==> src/rtl/mux4_rr_arbiter.sv <==
// Round-robin arbiter sharing one 4:1 mux between four requesters.
// It registers a one-hot grant and drives the mux select and the valid flag from that grant.
module mux4_rr_arbiter #(
  parameter int unsigned WIDTH    = 1,
  parameter int unsigned MAX_HOLD = 4
) (
  input  logic             clk,
  input  logic             rst,
  input  logic [3:0]       req,
  input  logic [WIDTH-1:0] i0,
  input  logic [WIDTH-1:0] i1,
  input  logic [WIDTH-1:0] i2,
  input  logic [WIDTH-1:0] i3,
  output logic [3:0]       gnt,
  output logic [1:0]       sel,
  output logic             valid,
  output logic [WIDTH-1:0] y
);

  typedef enum logic {
    S_IDLE,
    S_GRANT
  } state_t;

  localparam int unsigned CW       = (MAX_HOLD > 1) ? $clog2(MAX_HOLD) : 1;
  localparam int unsigned HOLD_TOP = (MAX_HOLD > 0) ? (MAX_HOLD - 1) : 0;
  localparam logic [CW-1:0] CNT_MAX = CW'(HOLD_TOP);

  state_t          r_state;
  logic [1:0]      r_ptr;
  logic [CW-1:0]   r_cnt;
  logic [3:0]      r_gnt;
  logic [1:0]      r_sel;
  logic            r_valid;

  logic [1:0]      w_idle_win;
  logic [1:0]      w_next_ptr;
  logic [3:0]      w_others;
  logic [1:0]      w_rot_win;
  logic            w_release;
  logic            w_preempt;
  logic [WIDTH-1:0] w_y;

  // First set bit scanning start, start+1, ... mod 4; returns start when empty.
  function automatic logic [1:0] f_pick(input logic [3:0] req_v, input logic [1:0] start);
    logic [1:0] idx;
    f_pick = start;
    for (int unsigned n = 4; n > 0; n--) begin
      idx = start + 2'(n - 1);
      if (req_v[idx]) f_pick = idx;
    end
  endfunction

  always_comb begin
    w_idle_win = f_pick(req, r_ptr);
    w_next_ptr = r_sel + 2'd1;
    // Masking the owner lets release and preemption share one rotated search.
    w_others   = req & ~r_gnt;
    w_rot_win  = f_pick(w_others, w_next_ptr);
    w_release  = ~req[r_sel];
    w_preempt  = (MAX_HOLD > 0) && req[r_sel] && (r_cnt == CNT_MAX) && (|w_others);
  end

  always_ff @(posedge clk or posedge rst) begin
    if (rst) begin
      r_state <= S_IDLE;
      r_ptr   <= '0;
      r_cnt   <= '0;
      r_gnt   <= '0;
      r_sel   <= '0;
      r_valid <= 1'b0;
    end else begin
      case (r_state)
        S_IDLE: begin
          if (|req) begin
            r_gnt   <= 4'b0001 << w_idle_win;
            r_sel   <= w_idle_win;
            r_valid <= 1'b1;
            r_cnt   <= '0;
            r_state <= S_GRANT;
          end
        end
        S_GRANT: begin
          if (w_release || w_preempt) begin
            r_ptr <= w_next_ptr;
            r_cnt <= '0;
            if (|w_others) begin
              r_gnt <= 4'b0001 << w_rot_win;
              r_sel <= w_rot_win;
            end else begin
              r_gnt   <= '0;
              r_valid <= 1'b0;
              r_state <= S_IDLE;
            end
          end else if ((MAX_HOLD > 0) && (r_cnt != CNT_MAX)) begin
            r_cnt <= r_cnt + CW'(1);
          end
        end
        default: r_state <= S_IDLE;
      endcase
    end
  end

  always_comb begin
    w_y = '0;
    if (r_valid) begin
      case (r_sel)
        2'd0:    w_y = i0;
        2'd1:    w_y = i1;
        2'd2:    w_y = i2;
        default: w_y = i3;
      endcase
    end
  end

  assign gnt   = r_gnt;
  assign sel   = r_sel;
  assign valid = r_valid;
  assign y     = w_y;

endmodule

==> config.mk <==
export PLATFORM = sky130hd
export DESIGN_NAME = mux4_rr_arbiter
export DESIGN_NICKNAME = d
export VERILOG_FILES = /design/src/rtl/mux4_rr_arbiter.sv
export SDC_FILE = /design/constraint.sdc
export NUM_CORES = 1
export LEC_CHECK = 0
export ABC_AREA = 1
export CAP_MARGIN = 20
export CELL_PAD_IN_SITES_DETAIL_PLACEMENT = 1
export CELL_PAD_IN_SITES_GLOBAL_PLACEMENT = 2
export CORE_ASPECT_RATIO = 1.75
export CORE_MARGIN = 5
export CORE_UTILIZATION = 29
export CTS_BUF_LIST = sky130_fd_sc_hd__clkbuf_8
export DETAILED_ROUTE_END_ITERATION = 10
export GPL_TIMING_DRIVEN = 0
export PLACE_DENSITY_LB_ADDON = 0.08
export SLEW_MARGIN = 20
export SYNTH_ARGS = -nofsm -noshare
export SYNTH_HDL_FRONTEND = slang
export SYNTH_SLANG_ARGS = --single-unit
==> constraint.sdc <==
create_clock -name clk -period 2.1 [get_ports clk]
set_input_delay 0.42 -clock clk [delete_from_list [all_inputs] [get_ports clk]]
set_output_delay 0.42 -clock clk [all_outputs]
set_load 0.01 [all_outputs]
# == Yosys cells after proc, flatten, opt, wreduce, memory -nomap -nowiden ==
# Cells that the tools add are included.
# totals
regBits,12
in_bits,10
out_inout_bits,8
# op_classes
add_sub_neg,8
n_lt_le_gt_ge,9
n_eq_ne,9
shift,2
muxes,48
bitwise,4
n_reduce_logical,11
# ops
cell,count
2-bit two-way mux,14
2-bit by 3-bit < comparator with 1-bit output (second input constant),9
1-bit binary-select mux with 2-bit select,9
1-bit two-way mux,16
4-bit two-way mux,3
2-bit by 1-bit adder with 2-bit output (second input constant),4
2-bit adder (second input constant),4
2-bit case mux with 2 select lines,2
4-bit case mux with 2 select lines,1
4-bit OR reduction,2
1-bit by 2-bit left shift with 4-bit output (first input constant),2
2-bit != test (second input constant),3
2-bit AND reduction,3
3-bit AND reduction,2
4-bit AND,1
2-bit equality test (second input constant),2
2-bit by 1-bit != test with 1-bit output (second input constant),2
4-bit NOT,1
1-bit case mux with 2 select lines,2
3-bit by 1-bit != test with 1-bit output (second input constant),1
1-bit case mux with 3 select lines,1
2-bit by 1-bit equality test with 1-bit output (second input constant),1
1-bit logical AND,2
2-bit logical NOT,1
2 further kinds,3

# == Logic depth before layout (Yosys ltp) ==
# Gate-level depths: netlist (run 1).
# logic_depth
depth_word,12
depth_mapped,16

# == Worst setup path after synthesis (run 1) ==
# OpenSTA, ideal clock, no wires.
# synth_timing
kind,register to register
startpoint,register r_sel[0] (netlist: sel[0])
endpoint,register r_gnt[0] (netlist: gnt[0])
setup_ns,0.116
t_arrival_ns,1.805
setup_slack_ns,0.179
stages_incl_launch_ff,17
path_cell_list,dfrtp_1 > buf_6 > inv_4 > ha_1 > xor2_2 > inv_2 > nand2_1 > nand2_1 > inv_1 > nand2_2 > nand2_2 > nand2_2 > nand2_2 > nand3_1 > nand2_1 > nand2_1 > nand2_1
# synth_via
elab_chain_len,12
# synth_lines
element,line_no,rtl
start: declaration,33,logic [1:0] r_sel;
start signal: assignment,77,r_sel <= w_idle_win;
start signal: assignment,89,r_sel <= w_rot_win;
2-bit by 1-bit adder with 2-bit output *,56,w_next_ptr = r_sel + 2'd1;
net w_next_ptr[0],37,logic [1:0] w_next_ptr;
2-bit adder,49,idx = start + 2'(n - 1);
1-bit binary-select mux with 2-bit select,50,if (req_v[idx]) f_pick = idx;
1-bit two-way mux (not written as such),50,
2-bit two-way mux (3 in series),50,
2-bit two-way mux *,50,
1-bit by 2-bit left shift with 4-bit output *,88,r_gnt <= 4'b0001 << w_rot_win;
4-bit two-way mux *,87,if (|w_others) begin
4-bit two-way mux *,84,if (w_release || w_preempt) begin
4-bit case mux with 2 select lines *,73,case (r_state)
end signal: assignment,76,r_gnt <= 4'b0001 << w_idle_win;
end signal: assignment,88,
end: declaration,32,logic [3:0] r_gnt;
# Mark *: on every way through the listed nets, which the timed path passes. The rest lies on a longest branch. The select of a mux whose other input is x is not followed.
# A chain may end at the register's enable or synchronous reset.

# == Worst setup path in the final report (run 1) ==
# Same ends and word-level chain as after synthesis.

==> summary.md, run 1 <==
| Metric | Value |
|---|---|
| Run status | completed |
| Max stage delay on crit path | 0.40 ns |
| Post-route setup slack | 0.160 ns |
| Worst reg2reg startpoint | sel[0]$_DFFE_PP0P_ |
| Family with the most delay on the worst path | simple AND/OR/NAND/NOR gates |
| Congestion Overflow GR | 0 |
| Largest family of logic cells by synthesized area | simple AND/OR/NAND/NOR gates |
| Slew Limit Fails | 0 |
| RePlAce Congestion | 0.773 |
| Final Power | 3.06 mW |
| Max-cap violations | 0 |
| ANT nets after route | 0 |
| Part of the power in combinational logic | 0.764 |
| End-of-flow core utilization | 0.379 |
| P&R area growth vs syn | 28.3% |
| Internal power | 1.40 mW |
| CP Data Required Time | 2.23 ns |
| Data arrival, critical path | 2.07 ns |
| CTS Buf Count | 3 |
| Least-Margin Pin Slew | 0.511 ns |
| Setup_tns | 0 ns |
| Post-Layout Cell Count | 272 |
| Type of destination of the critical path | flip-flop |
| Core Rows | 31 |
| Syn_nets | 215 |
| Die area | 5630 um2 |
| Period utilization | 0.924 |
| I/O Buffers | 17 |
| Syn Std Cell Area | 1210 um2 |
| H-tree Lvls | 1 |
| TritonCTS clock tree | yes |
| #FFs+latches synth | 12 |
| Number of global-route vias before repair | 1413 |
| Reg2reg end | gnt[0]$_DFFE_PP0P_ |
| Antenna Cells | 0 |
| Cell Area, Placed | 1450 um2 |
| Critical path cell sequence | buf_8 -> inv_6 -> ha_4 -> xor2_4 -> inv_2 -> nand2_2 -> nand2_1 -> nand2_1 -> nand2_2 -> nand2_2 -> nand2_2 -> nand2_2 -> nand3_1 -> nand2_1 -> nand2_1 -> nand2_1 |
| Clock Skew | 0.00117 ns |
| Yosys top cell area share | 0.247 |
| Share of cells above drive strength 1 | 0.161 |
| DRC viols | 0 |
| Final wirelength | 3620 um |
| Mapped Cells | 200 |
| Clock Sinks | 12 |
| Sw frac | 0.541 |
| Post-synthesis simple-gate area fraction | 0.423 |
| Synth cell count leaders | nand2_1, inv_1, nand3_1, nor2_1, dfrtp_1 |
| Compound-gate portion of the synthesized area | 0.133 |
| Static Leak | 0.858 nW |
| Post-synthesis mux area share | 0 |
| Crit path kind | flip-flop to flip-flop |
| Asr flop ratio synth | 1.00 |
| Most frequent cell after synthesis | nand2_1 |
| Effective utilization at floorplan | 0.295 |
| Peak supply drop | 782 uV |
| FMAX | 515 MHz |
| Distinct cells, synth | 24 |
| Post-synth EDFFs | 0 |
| Setup crit start kind | flip-flop |
| Avg WL per Cell | 13.3 um |
| Worst skew pair latency | 0.24 ns |
| R2R cell count | 16 |
| IO Count | 18 |
| Gr usage total | 0.144 |
| Synth warnings | 0 |
| Placed cells | 266 |
| Via/cell ratio | 4.81 |
| Net count, final | 239 |
| Buf/Inv on CP | 3 |
| Register area share after synthesis | 0.247 |
| 1st-pass router iterations | 4 |
| DR iter-0 viols | 17 |
| Core area | 4110 um2 |
| Rel. slew slack | 0.656 |
| Worst-path clk slew | 0.05 ns |
| Clock root cell | clkbuf_8 |
| Seq pwr share | 0.156 |
| Final instance area | 1560 um2 |
| Clock power frac | 0.080 |
| Hpwl dp | 3120 um |
| Hold WC Path Type | input port to async pin |
| P per Cell Area | 1960 nW/um2 |
| Vias | 1309 |
| Final Hold Fails | 0 |
| Psw | 1.66 mW |
| Setup Viol. Count Final | 0 |
| First-pass GRT wire length | 6350 um |
| Reg2reg setup slack | 0.16 ns |
| CTS max path bufs | 2 |
| Mean Syn Cell Area | 6.07 um2 |
| Worst hold margin | 0.498 ns |
| Largest cells by area after synthesis | dfrtp_1, nand2_1, inv_1 |
| Register area | 302 um2 |
| Filler cell count | 564 |
| Die X | 58.9 um |
| Pin count of the biggest net entering global routing | 13 |
| Slowest CP cell | dfrtp_1 |
| Cell taking the most area after synthesis | dfrtp_1 |
| Hold Buf Count CTS | 0 |
| Fin crit period | 1.94 ns |
| Initial antenna violation count | 0 |
| Die H | 95.6 um |
| Synth Area in Adders | 0.0515 |
| Crit Path Max Fanout | 11 |
| Place WS | -0.160 ns |
| Multi-input logic area | 785 um2 |
| Synth Area in XOR/XNOR | 0.0134 |
| Primary FF master, synth | dfrtp_1 |
layout make-up:
type	instances	share of cell area
Inverter	36	0.0899
Timing Repair Buffer	19	0.122
Buffer	2	0.0169
Sequential cell	12	0.193
Multi-Input combinational cell	150	0.503
Clock buffer	4	0.0353
Tap cell	49	0.0393
worst register-to-register path, delay by kind of cell (launching register included):
kind / cells / cell delay (ns)
xor+xnor: 1 / 0.16
fa+ha+maj: 1 / 0.24
buf+inv: 3 / 0.31
flops: 1 / 0.40
simple gates: 11 / 0.71
sequential cells by signal, indices dropped and copies added (netlist names):
register  cells
r_cnt         2
sel           2
valid         1
gnt           4
r_state       1
r_ptr         2
cells by family (layout without fill, tap and decap cells):
kind of cell | count (synthesis) | after routing
xor+xnor | 1 | 1
compound gates | 26 | 26
buf+inv | 38 | 61
simple gates | 118 | 118
flops | 12 | 12
fa+ha+maj | 5 | 5
routing by layer:
layer	vias up	wire length, um	GRT usage	share of wire
met1	615	1440	0.159	0.40
met4	0	60	0.0454	0.017
met5	-	0	0	0
li1	672	-	-	-
met3	7	56	0.00542	0.015
met2	15	2060	0.282	0.57
cell usage in the layout, fill, tap and decap left out:
cell type         n
a21boi_1          3
a21oi_1           6
a21oi_2           1
a31oi_1           1
buf_4             2
buf_6             1
buf_8             1
clkbuf_2          1
clkbuf_8          4
clkdlybuf4s50_1  12
dfrtp_1          11
dfrtp_2           1
dlymetal6s2s_1    4
ha_1              4
ha_4              1
inv_1            27
inv_2             8
inv_6             1
nand2_1          69
nand2_2           8
nand3_1          17
nand3_2           2
nand4_1           2
nor2_1           16
nor2_2            2
nor2_4            1
nor4_1            1
o211ai_4          1
o21ai_0           8
o21ai_1           3
o22ai_1           1
o31ai_1           2
xor2_4            1
power groups by stage:
stage / clock network (mW) / logic (mW) / registers (mW)
6_report: 0.244 / 2.34 / 0.477
5_1_grt: 0.270 / 2.68 / 0.496
4_1_cts: 0.256 / 2.31 / 0.473
3_5_place_dp: 0 / 2.25 / 0.480
3_3_place_gp: 0 / 2.17 / 0.477
2_1_floorplan: 0 / 1.60 / 0.476
worst max path at each step:
| stage | depth (start not counted) | slack (ns) | startpoint | end |
|---|---|---|---|---|
| floorplan | 16 | 0.18 | sel[0]$_DFFE_PP0P_ | gnt[0]$_DFFE_PP0P_ |
| global placement | 12 | -0.15 | req[2] | gnt[3]$_DFFE_PP0P_ |
| detailed placement | 12 | -0.16 | req[2] | gnt[3]$_DFFE_PP0P_ |
| CTS | 13 | 0.01 | sel[1]$_DFFE_PP0P_ | gnt[0]$_DFFE_PP0P_ |
| global route | 16 | -0.002 | sel[0]$_DFFE_PP0P_ | gnt[0]$_DFFE_PP0P_ |
| finish | 16 | 0.16 | sel[0]$_DFFE_PP0P_ | gnt[0]$_DFFE_PP0P_ |
timing repair:
item                       CTS  global route
gates cloned                 0             0
gates resized for setup      2            15
setup endpoints to repair    6             7
buffers inserted             1             1
pin swaps                    0             0
Note: power is estimated with default switching activity, not from simulation.
==> run 2: changes to the inputs <==
--- a/config.mk
+++ b/config.mk
@@ -10,13 +10,13 @@
 export CELL_PAD_IN_SITES_DETAIL_PLACEMENT = 1
 export CELL_PAD_IN_SITES_GLOBAL_PLACEMENT = 2
 export CORE_ASPECT_RATIO = 1.75
-export CORE_MARGIN = 5
+export CORE_MARGIN = 10
 export CORE_UTILIZATION = 29
 export CTS_BUF_LIST = sky130_fd_sc_hd__clkbuf_8
 export DETAILED_ROUTE_END_ITERATION = 10
 export GPL_TIMING_DRIVEN = 0
 export PLACE_DENSITY_LB_ADDON = 0.08
-export SLEW_MARGIN = 20
+export REMOVE_ABC_BUFFERS = 1
 export SYNTH_ARGS = -nofsm -noshare
 export SYNTH_HDL_FRONTEND = slang
 export SYNTH_SLANG_ARGS = --single-unit
==> run 2 against run 1 <==
Against the previous run:
- non-clock buffer count fell by 2
- first-iteration DRC count rose to 2.8 times the previous value
- sequential share of layout area grew 0.24 points
- sequential power is 9.4% higher
- fmax shrank 4.0%
- combinational power is 2% lower
- sequential cell count did not move
- core utilization did not move
- global-route usage down 3.2 points
- cell count is 0.74% lower
- wire length is 6.3% higher
- hold slack worse by 0.0017 ns
- largest power group unchanged
==> summary.md, run 2 (synthesis results as in run 1) <==
| Metric | Value |
|---|---|
| FMAX | 495 MHz (-4.0%) |
| Max stage delay on crit path | 0.52 ns (+0.12 ns) |
| Slew Limit Fails | 0 (unchanged) |
| Share of cells above drive strength 1 | 0.172 (+0.0105) |
| Fin crit period | 2.02 ns (+0.0803 ns) |
| Type of destination of the critical path | primary output |
| Core Rows | 31 (unchanged) |
| Worst-path clk slew | 0.05 ns (about the same) |
| Place WS | -0.412 ns (-0.251 ns) |
| Via/cell ratio | 4.88 (+1.4%) |
| Worst reg2reg startpoint | sel[0]$_DFFE_PP0P_ |
| Least-Margin Pin Slew | 0.492 ns (-0.0196 ns) |
| TritonCTS clock tree | yes |
| P&R area growth vs syn | 28.3% (unchanged) |
| Final wirelength | 3850 um (+6.3%) |
| Peak supply drop | 786 uV (+0.58%) |
| Placed cells | 264 (-0.75%) |
| Pin count of the biggest net entering global routing | 13 (unchanged) |
| Cell count along the critical path | 5 (-11) |
| Critical path cell sequence | buf_4 -> ha_1 -> a21oi_2 -> a31oi_1 -> clkdlybuf4s15_1 |
| CP startpoint | sel[0]$_DFFE_PP0P_ |
| Core area | 4110 um2 (unchanged) |
| Number of global-route vias before repair | 1423 (+0.71%) |
| Reg2reg setup slack | 0.21 ns (+0.05 ns) |
| Crit Path Max Fanout | 4 (-7) |
| Net count, final | 237 (-0.84%) |
| Die X | 68.9 um (+17%) |
| Setup Viol. Count Final | 0 (unchanged) |
| Reg2reg end | gnt[0]$_DFFE_PP0P_ |
| Max-cap violations | 0 (unchanged) |
| Avg WL per Cell | 14.3 um (+7.1%) |
| Static Leak | 0.838 nW (-2.3%) |
| Rel. slew slack | 0.672 (+0.0158) |
| Final Hold Fails | 0 (unchanged) |
| Hold Buf Count CTS | 0 (unchanged) |
| Post-Layout Cell Count | 270 (-0.74%) |
| IO Count | 18 (unchanged) |
| Post-route setup slack | 0.0799 ns (-0.0803 ns) |
| ANT nets after route | 0 (unchanged) |
| Setup crit start kind | flip-flop |
| Worst hold margin | 0.496 ns (-0.00174 ns) |
| Gr usage total | 0.112 (-0.0319) |
| RePlAce Congestion | 0.775 (+0.22%) |
| First-pass GRT wire length | 6510 um (+2.4%) |
| 1st-pass router iterations | 4 (unchanged) |
| Clock root cell | clkbuf_8 |
| Crit path kind | flip-flop to primary output |
| R2R cell count | 15 (-1) |
| Final Power | 3.07 mW (+0.38%) |
| CP Capture Point | y |
| Filler cell count | 568 (+0.71%) |
| DRC viols | 0 (unchanged) |
| RSZ-0062 raised after global routing | false |
| Die area | 7280 um2 (+29%) |
| CTS max path bufs | 2 (unchanged) |
| Buf/Inv on CP | 2 (-1) |
| Initial antenna violation count | 0 (unchanged) |
| P per Cell Area | 1970 nW/um2 (+0.38%) |
| I/O Buffers | 17 (unchanged) |
| Hold WC Path Type | input port to async pin |
| Slowest CP cell | dfrtp_4 |
| Worst skew pair latency | 0.24 ns (about the same) |
| Max FFs per register | 4 (unchanged) |
| Hpwl dp | 3230 um (+3.6%) |
| Commonest cells after routing, fill and taps aside | nand2_1, inv_1, nand3_1 |
| Family with the most delay on the worst path | flip-flops |
| Antenna Cells | 0 (unchanged) |
| Vias | 1318 (+0.69%) |
| Run status | completed |
| Data arrival, critical path | 1.60 ns (-0.47 ns) |
| Period utilization | 0.962 (+0.0382) |
| CP Data Required Time | 1.68 ns (-0.55 ns) |
| H-tree Lvls | 1 (unchanged) |
| Congestion Overflow GR | 0 (unchanged) |
| Leading cell type in the layout, fill and taps excluded | nand2_1 |
| Clock Sinks | 12 (unchanged) |
| Clock Skew | 0.00286 ns (+0.00169 ns) |
| Effective utilization at floorplan | 0.295 (unchanged) |
| Die H | 106 um (+10%) |
| CTS Buf Count | 3 (unchanged) |
| DR iter-0 viols | 48 (+31) |
-- run 2: metal layers --
layer  vias up  track usage  wire [um]
li1        664            -          -
met1       635        0.130       1480
met2        14        0.203       2220
met3         5       0.0106        114
met4         0       0.0312         36
met5         -            0          0
-- run 2: repair_timing --
item | CTS | global route
resized for setup | 6 | 15
setup buffers | 2 | 0
pin swaps | 1 | 2
endpoints found under the setup margin | 7 | 8
-- run 2: through the flow --
step                setup TNS, ns  instance area [um2]  utilization
global placement            -1.83                 1420        0.346
global route                    0                 1560        0.379
CTS                             0                 1500        0.366
finish                          0                 1560        0.379
floorplan                       0                 1190            -
detailed placement          -2.58                 1420        0.346
-- run 2: how the worst min path moves through the flow --
stage | endpoint | slack (ns)
2_1_floorplan | gnt[0]$_DFFE_PP0P_ | 0.28
3_3_place_gp | r_cnt[1]$_DFFE_PP0P_ | 0.48
3_5_place_dp | r_cnt[0]$_DFFE_PP0P_ | 0.49
4_1_cts | r_cnt[0]$_DFFE_PP0P_ | 0.50
5_1_grt | r_cnt[0]$_DFFE_PP0P_ | 0.52
6_report | r_state$_DFF_PP0_ | 0.50
-- run 2: cell type report --
type	instances	area, um2	area share
flip-flops and latches	12	305	0.196
repair buffers	19	193	0.124
inverters	36	143	0.0915
clock buffers	4	55.1	0.0353
well taps	49	61.3	0.0393
multi-input cells	150	802	0.514
-- run 2: power breakdown --
group	leakage (nW)	switching (mW)	internal (mW)
logic	0.666	1.43	0.868
registers	0.143	0.165	0.357
clock network	0.0288	0.0847	0.166
total	0.838	1.68	1.39
